==> src/rtl/mavg_div_seq.sv <==
// Signed moving average over the last WIN samples, divided by the current fill count.
// Latency: accepting edge E0 -> out_valid after edge E0+NB+2.
// Backpressure: one sample in flight; in_ready only in IDLE; the result is held until out_ready.
module mavg_div_seq #(
    parameter int DW   = 8,
    parameter int WIN  = 5,
    parameter int FRAC = 4
) (
    input  logic                       clk,
    input  logic                       rst_n,
    input  logic                       clear,
    input  logic                       in_valid,
    output logic                       in_ready,
    input  logic [DW-1:0]              in_sample,
    output logic                       out_valid,
    input  logic                       out_ready,
    output logic [DW+FRAC-1:0]         avg,
    output logic [$clog2(WIN+1)-1:0]   count
);
    localparam int SW = DW + $clog2(WIN);
    localparam int NB = SW + FRAC;
    localparam int AW = DW + FRAC;
    localparam int CW = $clog2(WIN + 1);
    localparam int PW = $clog2(WIN);
    localparam int IW = $clog2(NB + 1);
    localparam logic [IW-1:0] LAST_IT = IW'(NB);

    typedef enum logic [1:0] {IDLE, ACCUM, DIV, DONE} state_t;

    state_t                state, state_nx;
    logic signed [DW-1:0]  ring [WIN];
    logic [PW-1:0]         wr_ptr;
    logic signed [DW-1:0]  new_s, ev_s;
    logic signed [SW-1:0]  sum, sum_nx;
    logic [SW-1:0]         mag;
    logic [NB-1:0]         dq;
    logic [CW-1:0]         rem, rem_nx;
    logic [CW:0]           trial, diff;
    logic                  ge;
    logic [IW-1:0]         itr;
    logic                  sign;
    logic [AW-1:0]         q_fin, avg_nx;
    logic                  accept;

    // A sample is taken only in IDLE and never in the same cycle as a flush.
    assign accept = in_valid && in_ready && !clear;

    // Running sum with the new sample added and the evicted one removed.
    assign sum_nx = sum + SW'(new_s) - SW'(ev_s);
    assign mag    = sum_nx[SW-1] ? SW'(-sum_nx) : SW'(sum_nx);

    // One restoring step: shift in the next dividend bit, subtract the count if it fits.
    assign trial  = {rem, dq[NB-1]};
    assign diff   = trial - {1'b0, count};
    assign ge     = (trial >= {1'b0, count});
    assign rem_nx = ge ? diff[CW-1:0] : trial[CW-1:0];

    // Quotient is a magnitude; reapply the sign of the sum.
    assign q_fin  = dq[AW-1:0];
    assign avg_nx = sign ? AW'(-q_fin) : q_fin;

    // State register.
    always_ff @(posedge clk or negedge rst_n) begin
        if (!rst_n) state <= IDLE;
        else        state <= state_nx;
    end

    // Next-state logic; a flush returns to IDLE from anywhere.
    always_comb begin
        state_nx = state;
        case (state)
            IDLE:    if (accept) state_nx = ACCUM;
            ACCUM:   state_nx = DIV;
            DIV:     if (itr == LAST_IT) state_nx = DONE;
            DONE:    if (out_ready) state_nx = IDLE;
            default: state_nx = IDLE;
        endcase
        if (clear) state_nx = IDLE;
    end

    // Handshake outputs decoded from state.
    always_comb begin
        in_ready  = (state == IDLE);
        out_valid = (state == DONE);
    end

    // Window, running sum, divider and result registers.
    always_ff @(posedge clk or negedge rst_n) begin
        if (!rst_n) begin
            for (int i = 0; i < WIN; i++) ring[i] <= '0;
            wr_ptr <= '0;
            new_s  <= '0;
            ev_s   <= '0;
            sum    <= '0;
            count  <= '0;
            dq     <= '0;
            rem    <= '0;
            itr    <= '0;
            sign   <= 1'b0;
            avg    <= '0;
        end else if (clear) begin
            for (int i = 0; i < WIN; i++) ring[i] <= '0;
            wr_ptr <= '0;
            new_s  <= '0;
            ev_s   <= '0;
            sum    <= '0;
            count  <= '0;
        end else begin
            case (state)
                IDLE: if (accept) begin
                    // Capture the outgoing sample before overwriting its slot.
                    new_s        <= in_sample;
                    ev_s         <= (count == CW'(WIN)) ? ring[wr_ptr] : '0;
                    ring[wr_ptr] <= in_sample;
                    wr_ptr       <= (wr_ptr == PW'(WIN - 1)) ? '0 : wr_ptr + PW'(1);
                end
                ACCUM: begin
                    sum   <= sum_nx;
                    count <= (count == CW'(WIN)) ? count : count + CW'(1);
                    dq    <= {mag, FRAC'(0)};
                    rem   <= '0;
                    sign  <= sum_nx[SW-1];
                    itr   <= '0;
                end
                DIV: begin
                    if (itr == LAST_IT) begin
                        avg <= avg_nx;
                    end else begin
                        rem <= rem_nx;
                        dq  <= {dq[NB-2:0], ge};
                        itr <= itr + IW'(1);
                    end
                end
                default: ;
            endcase
        end
    end
endmodule

==> config.mk <==
export PLATFORM = sky130hd
export DESIGN_NAME = mavg_div_seq
export DESIGN_NICKNAME = d
export VERILOG_FILES = /design/src/rtl/mavg_div_seq.sv
export SDC_FILE = /design/constraint.sdc
export NUM_CORES = 1
export LEC_CHECK = 0
export ABC_AREA = 1
export ABC_CLOCK_PERIOD_IN_PS = 2700
export CORE_MARGIN = 2
export CORE_UTILIZATION = 42
export DETAILED_ROUTE_END_ITERATION = 7
export MAX_ROUTING_LAYER = met4
export SLEW_MARGIN = 10
export SYNTH_ARGS = -nofsm -noshare
export SYNTH_HDL_FRONTEND = slang
export SYNTH_SLANG_ARGS = --single-unit
==> constraint.sdc <==
create_clock -name clk -period 2.7 [get_ports clk]
set_input_delay 0.405 -clock clk [delete_from_list [all_inputs] [get_ports clk]]
set_output_delay 0.405 -clock clk [all_outputs]
set_load 0.01 [all_outputs]
# Yosys cells after proc, flatten, opt, wreduce, memory -nomap -nowiden
# Index checks and enable logic that the tools add are counted.
classes:
  n_mux: 39
  reduce_logical: 15
  addsub: 8
  div: 0
  n_bitwise: 2
  magnitude_cmp: 3
  eq_ne: 11
  multipliers: 0
  n_shift: 0
op_table:
  columns: ["op", "count"]
  rows:
  - ["$mux W40", 3]
  - ["$mux W8", 10]
  - ["$bwmux W40", 1]
  - ["$mux W11", 3]
  - ["$pmux W15 S2", 1]
  - ["$mux W3", 9]
  - ["$bmux W8 S3", 1]
  - ["$demux W8 S3", 1]
  - ["$mux W15", 1]
  - ["$mux W12", 1]
  - ["$neg A12 Y12", 1]
  - ["$add A11 B8 Y11", 1]
  - ["$neg A11 Y11", 1]
  - ["$sub A11 B8 Y11", 1]
  - ["$reduce_and A3 Y1", 3]
  - ["$mux W2", 4]
  - ["$pmux W2 S4", 1]
  - ["$pmux W4 S2", 1]
  - ["$reduce_bool A2 Y1", 4]
  - ["$add A3 B1 Y3 const B", 2]
  - ["$eq A3 B3 Y1 const B", 2]
  - ["$ne A3 B2 Y1 const B", 2]
  - ["$pmux W3 S2", 1]
  - ["$reduce_and A2 Y1", 3]
  - ["other kinds (16)", 20]
word_totals:
  latchBits: 0
  ramBits: 0
  mem_count: 0
  out_inout_bits: 17
  register_bits: 110
  romBits: 0

# Logic depth before layout (Yosys ltp)
logic_depth:
  depth_word: 9
  mapped_depth: 18
  ltp_nobuf: 18

# Worst setup path after synthesis
# Ideal clock, no wire load.
synth_timing:
  kind: "register to register"
  startpoint: "reg new_s[1]"
  endpoint: "reg dq[12]"
  period_less_slack_ns: 2.489
  arrival_ns: 2.373
  stages_incl_launch_ff: 16
  slack_ns: 0.211
  cell_sequence: "dfrtp_1 -> inv_1 -> fa_1 -> inv_1 -> fa_1 -> inv_1 -> ha_1 -> inv_1 -> nor2_1 -> nand3_2 -> nor2_1 -> nand2_1 -> nand3_1 -> nand3_1 -> nand2_1 -> nand2_1"
synth_via:
  elab_chain_len: 5
synth_rtl:
  columns: ["element", "line_no", "source"]
  rows:
  - ["from (decl)", "33", "logic signed [DW-1:0] new_s, ev_s;"]
  - ["from (signal assigned)", "112", "new_s <= in_sample;"]
  - ["$add A11 B8 Y11 *", "49", "assign sum_nx = sum + SW'(new_s) - SW'(ev_s);"]
  - ["$sub A11 B8 Y11 *", "49", null]
  - ["$neg A11 Y11", "50", "assign mag = sum_nx[SW-1] ? SW'(-sum_nx) : SW'(sum_nx);"]
  - ["$mux W11 *", "50", null]
  - ["$pmux W15 S2 *", "109", "case (state)"]
  - ["to (signal assigned)", "120", "dq <= {mag, FRAC'(0)};"]
  - ["to (signal assigned)", "130", "dq <= {dq[NB-2:0], ge};"]
  - ["to (decl)", "36", "logic [NB-1:0] dq;"]
# Mark *: on every way between the ends. The rest lies on a longest branch, timed or not.
# A chain may end at the register's enable or synchronous reset.

# Worst setup path in the final report
layout_timing:
  startpoint: "reg new_s[7]"
  endpoint: "reg sum[10]"
layout_via:
  elab_chain_len: 4
layout_rtl:
  columns: ["element", "line_no", "source"]
  rows:
  - ["$add A11 B8 Y11", "49", null]
  - ["$sub A11 B8 Y11", "49", null]
  - ["$mux W11", "109", null]
  - ["$mux W11", "101", "end else if (clear) begin"]
  - ["to (signal assigned)", "118", "sum <= sum_nx;"]
  - ["to (decl)", "34", "logic signed [SW-1:0] sum, sum_nx;"]
# No other way between the ends. The select of a mux whose other input is x is not followed.

==> Implementation_results.wiki <==
{| class="wikitable"
! Metric !! Value
|-
| Clock tree sinks || 110
|-
| Vias in the first global route || slightly above 5000
|-
| Mean number of vias per cell || between 5 and 6
|-
| Clock buffer depth || 2
|-
| Transition time of the tightest slew-check pin || 0.796 ns
|-
| Fin worst setup slack || about 0.10 ns
|-
| I/O pin total || 30
|-
| VDD IR-drop max || 0.608 mV
|-
| XOR/XNOR share of the synthesized area || 0.0210
|-
| Area taken by flip-flops and latches || 2750 um2
|-
| Clock insertion delay at the later pin of the skew report || roughly 0.36 ns
|-
| Area of the die || approximately 16000 um2
|-
| Number of nets with antenna violations after detailed routing || 0
|-
| Post-route minimum period || 2.60 ns
|-
| Power density over the cells || approximately 1300 nW/um2
|-
| Max-slew violation total from the final report || 0
|-
| Routability congestion estimate from global placement || between 0.8 and 0.9
|-
| Area share of fa/ha/maj cells after synthesis || 0.0870
|-
| Number of nets in the synthesized netlist || between 800 and 900
|-
| Cell area after synthesis || about 6300 um2
|-
| Global-route track usage on met1 || 0.270
|-
| GRT met2 Usage || 0.318
|-
| Worst hold-check path type || reg -> reg
|-
| Detailed Routing Iterations Pass 1 || 4
|-
| Count of endpoints failing setup in the final report || 0
|-
| Clock Pin Slew Worst Setup and Hold Paths || around 0.080 ns
|-
| Pre-CTS setup slack || -0.00896 ns
|-
| Global-route total usage across every layer || 0.202
|-
| MaxCap Viol Count || 0
|-
| Initial core utilization || 0.431
|-
| Total length of routed wires || 15400 um
|-
| Overflow left after global routing || 0
|-
| Die span in x || 126 um
|-
| Number of fill cells in the layout || 1384
|-
| DRC violation count after routing || 0
|-
| Largest family of logic cells by synthesized area || simple AND/OR/NAND/NOR gates
|-
| Antenna violations before repair || 0
|-
| Port-buffer cells || 29
|-
| Async set-or-reset flop fraction in the synthesized netlist || 1.00
|-
| Maximum clock frequency || roughly 380 MHz
|-
| Post-synth cell types || between 40 and 50
|-
| Proportion of synthesized area in mux cells || 0.00160
|-
| Layout Cells excl Fill || between 900 and 1000
|-
| Vias after detailed routing || between 5000 and 6000
|-
| CTS H-tree depth || 3
|-
| Number of synthesized flops with an enable pin || 0
|-
| Synthesis-to-finish area growth || 18.7%
|-
| DP Wirelength || 11000 um
|-
| GR peak layer || met2
|-
| Number of hold violations in the final report || 0
|-
| Placed insts || ~970
|-
| Worst slew slack as a fraction of its limit || 0.466
|-
| Data arrival at the endpoint of the critical path || 2.83 ns
|-
| Endpoint type of the worst setup path || flop
|-
| Die height || between 100 and 150 um
|-
| Ratio of cells with drive above 1 in the final layout || 0.149
|-
| Sequential share of the synthesized area || 0.439
|-
| Outcome || finished, final reports clean
|-
| Number of antenna repair diodes || 0
|-
| Largest net degree at the start of global routing || 52
|-
| Kind of start point of the critical path || flop
|-
| Mean instance size in the synthesized netlist || about 8.3 um2
|-
| Synthesized-area fraction occupied by ao, oa, aoi and oai cells || 0.157
|-
| CP required || 2.93 ns
|-
| CTS tree || yes
|-
| Wire length of the first global-routing pass || roughly 25000 um
|-
| Gate count of the mapped netlist || roughly 760
|-
| Number of warnings printed during yosys synthesis || 0
|-
| Post-route clock period utilization || 0.962
|-
| Area of the multi-input gates || between 3000 and 4000 um2
|-
| Critical-path maximum fanout || 8
|-
| Wirelength per Cell || 15.4 um
|-
| Row Count || 44
|-
| Dominant register cell in the synthesized netlist || dfrtp_1
|-
| M3 GR Usage || 0.0327
|-
| Setup Skew || approximately 0.0093 ns
|-
| Setup repair after global routing missed its margin || true
|-
| Root buffer cell || clkbuf_16
|-
| Std-Cell Core Area || roughly 15000 um2
|-
| Clock buffer count from CTS || 9
|-
| Simple-gate share of the synthesized area || 0.186
|-
| Number of DRC markers in iteration 0 || about 360
|-
| Leakage || 3.53 nW
|-
| Number of nets in the finished design || 858
|-
| Critical Setup Path Class || reg -> reg
|-
| Number of register bits inferred by synthesis || 110
|}
## Yosys cell counts, types with 2 or more instances
cell         n  share of area
nand3_1     33          0.026
o21ai_2      5         0.0070
xor2_1      14          0.020
nor3_2       2         0.0032
o221ai_1     2         0.0028
buf_2       14          0.011
o22ai_1     67          0.067
dfrtp_1    110           0.44
nand4_1      3         0.0030
a21oi_1     24          0.019
o21ai_1     11         0.0088
nor2_1      52          0.031
inv_1      150          0.090
nand2_2     15          0.015
nand2_1    135          0.081
nand3_2      7          0.011
o21ai_0     29          0.023
clkbuf_1     3         0.0018
o2111ai_1    2         0.0028
inv_2        4         0.0024
nor2_2       5         0.0050
a221oi_1     3         0.0042
a32o_1       2         0.0032
a211oi_1     8         0.0096
fa_1        11          0.035
nor3_1       3         0.0024
ha_1        26          0.052
nand2_4      2         0.0036
## critical path, cell delays in order, from the launching register on
cell     delay (ns)
dfrtp_1        0.37
inv_2          0.08
fa_1           0.54
inv_1          0.05
ha_2           0.31
nand2_2        0.11
inv_1          0.06
a21oi_2        0.13
nand3_1        0.11
nand2_2        0.16
nand2_8        0.08
buf_4          0.14
buf_4          0.12
nand2_1        0.11
o21ai_0        0.10
## final cells by class
type / count / area share
Tap cell: 184 / 0.0309
Clock buffer: 9 / 0.0303
Timing Repair Buffer: 59 / 0.0710
Sequential cell: 110 / 0.370
Inverter: 154 / 0.0777
Clock inverter: 7 / 0.0140
Multi-Input combinational cell: 474 / 0.406
## worst paths after layout
kind | from | to | slack [ns] | cells past startpoint
max | new_s[7] | sum[10] | 0.10 | 14
min | dq[12] | dq[12] | 0.49 | 2
max reg2reg | new_s[7] | sum[10] | 0.10 | 14
min reg2reg | dq[12] | dq[12] | 0.49 | 2
max in group asynchronous | rst_n | dq[7] | 1.41 | 3
min in group asynchronous | rst_n | new_s[6] | 0.54 | 2
## power by group
part | internal (mW) | switching (mW)
logic | 2.32 | 3.69
clock network | 0.751 | 0.696
registers | 1.93 | 0.215
total | 5.01 | 4.60
## cells by family after synthesis
| group | after synthesis |
|---|---|
| buffers and inverters | 173 |
| AOI/OAI and AO/OA | 160 |
| adders and majority gates | 37 |
| muxes | 1 |
| DFF | 110 |
| xor gates and xnor gates | 15 |
| and+or+nand+nor | 260 |
## through the flow
step	setup TNS [ns]	cell area, um2	util	hold WS [ns]	total power [mW]
floorplan	0	6270	-	0.109	6.03
global placement	0	6810	0.469	0.377	7.13
detailed placement	-0.00896	6810	0.469	0.386	7.24
CTS	0	7160	0.493	0.499	8.76
global route	-0.155	7440	0.512	0.526	10.5
finish	0	7440	0.512	0.488	9.61
## placed cells by master (no fill, tap or decap), types with 20 or more instances in the layout
cell type | synthesis | layout
nand3_1 | 33 | 30
inv_1 | 150 | 143
clkdlybuf4s50_1 | 0 | 28
nand2_2 | 15 | 20
dfrtp_1 | 110 | 110
a21oi_1 | 24 | 21
o22ai_1 | 67 | 67
buf_4 | 0 | 29
nor2_1 | 52 | 49
nand2_1 | 135 | 130
o21ai_0 | 29 | 27
## repair_timing
item,CTS,global route
setup buffers,0,14
hold buffers,1,0
pin swaps,0,15
endpoints found under the setup margin,1,10
endpoints found under the hold margin,29,0
cloned,0,1
gates resized for setup,2,42
## sequential cells by signal, indices dropped and copies added (netlist names), 3 cells and up
| name | flops |
|---|---|
| new_s | 8 |
| wr_ptr | 3 |
| dq | 15 |
| ev_s | 8 |
| itr | 4 |
| sum | 11 |
| rem | 3 |
| ring | 40 |
| count | 3 |
| avg | 12 |
## per-layer routing
layer	wire (um)	up-vias
li1	-	2568
met1	7400	2446
met2	7300	101
met3	442	18
met4	223	0
met5	0	-
Note: power is estimated with default switching activity, not from simulation.
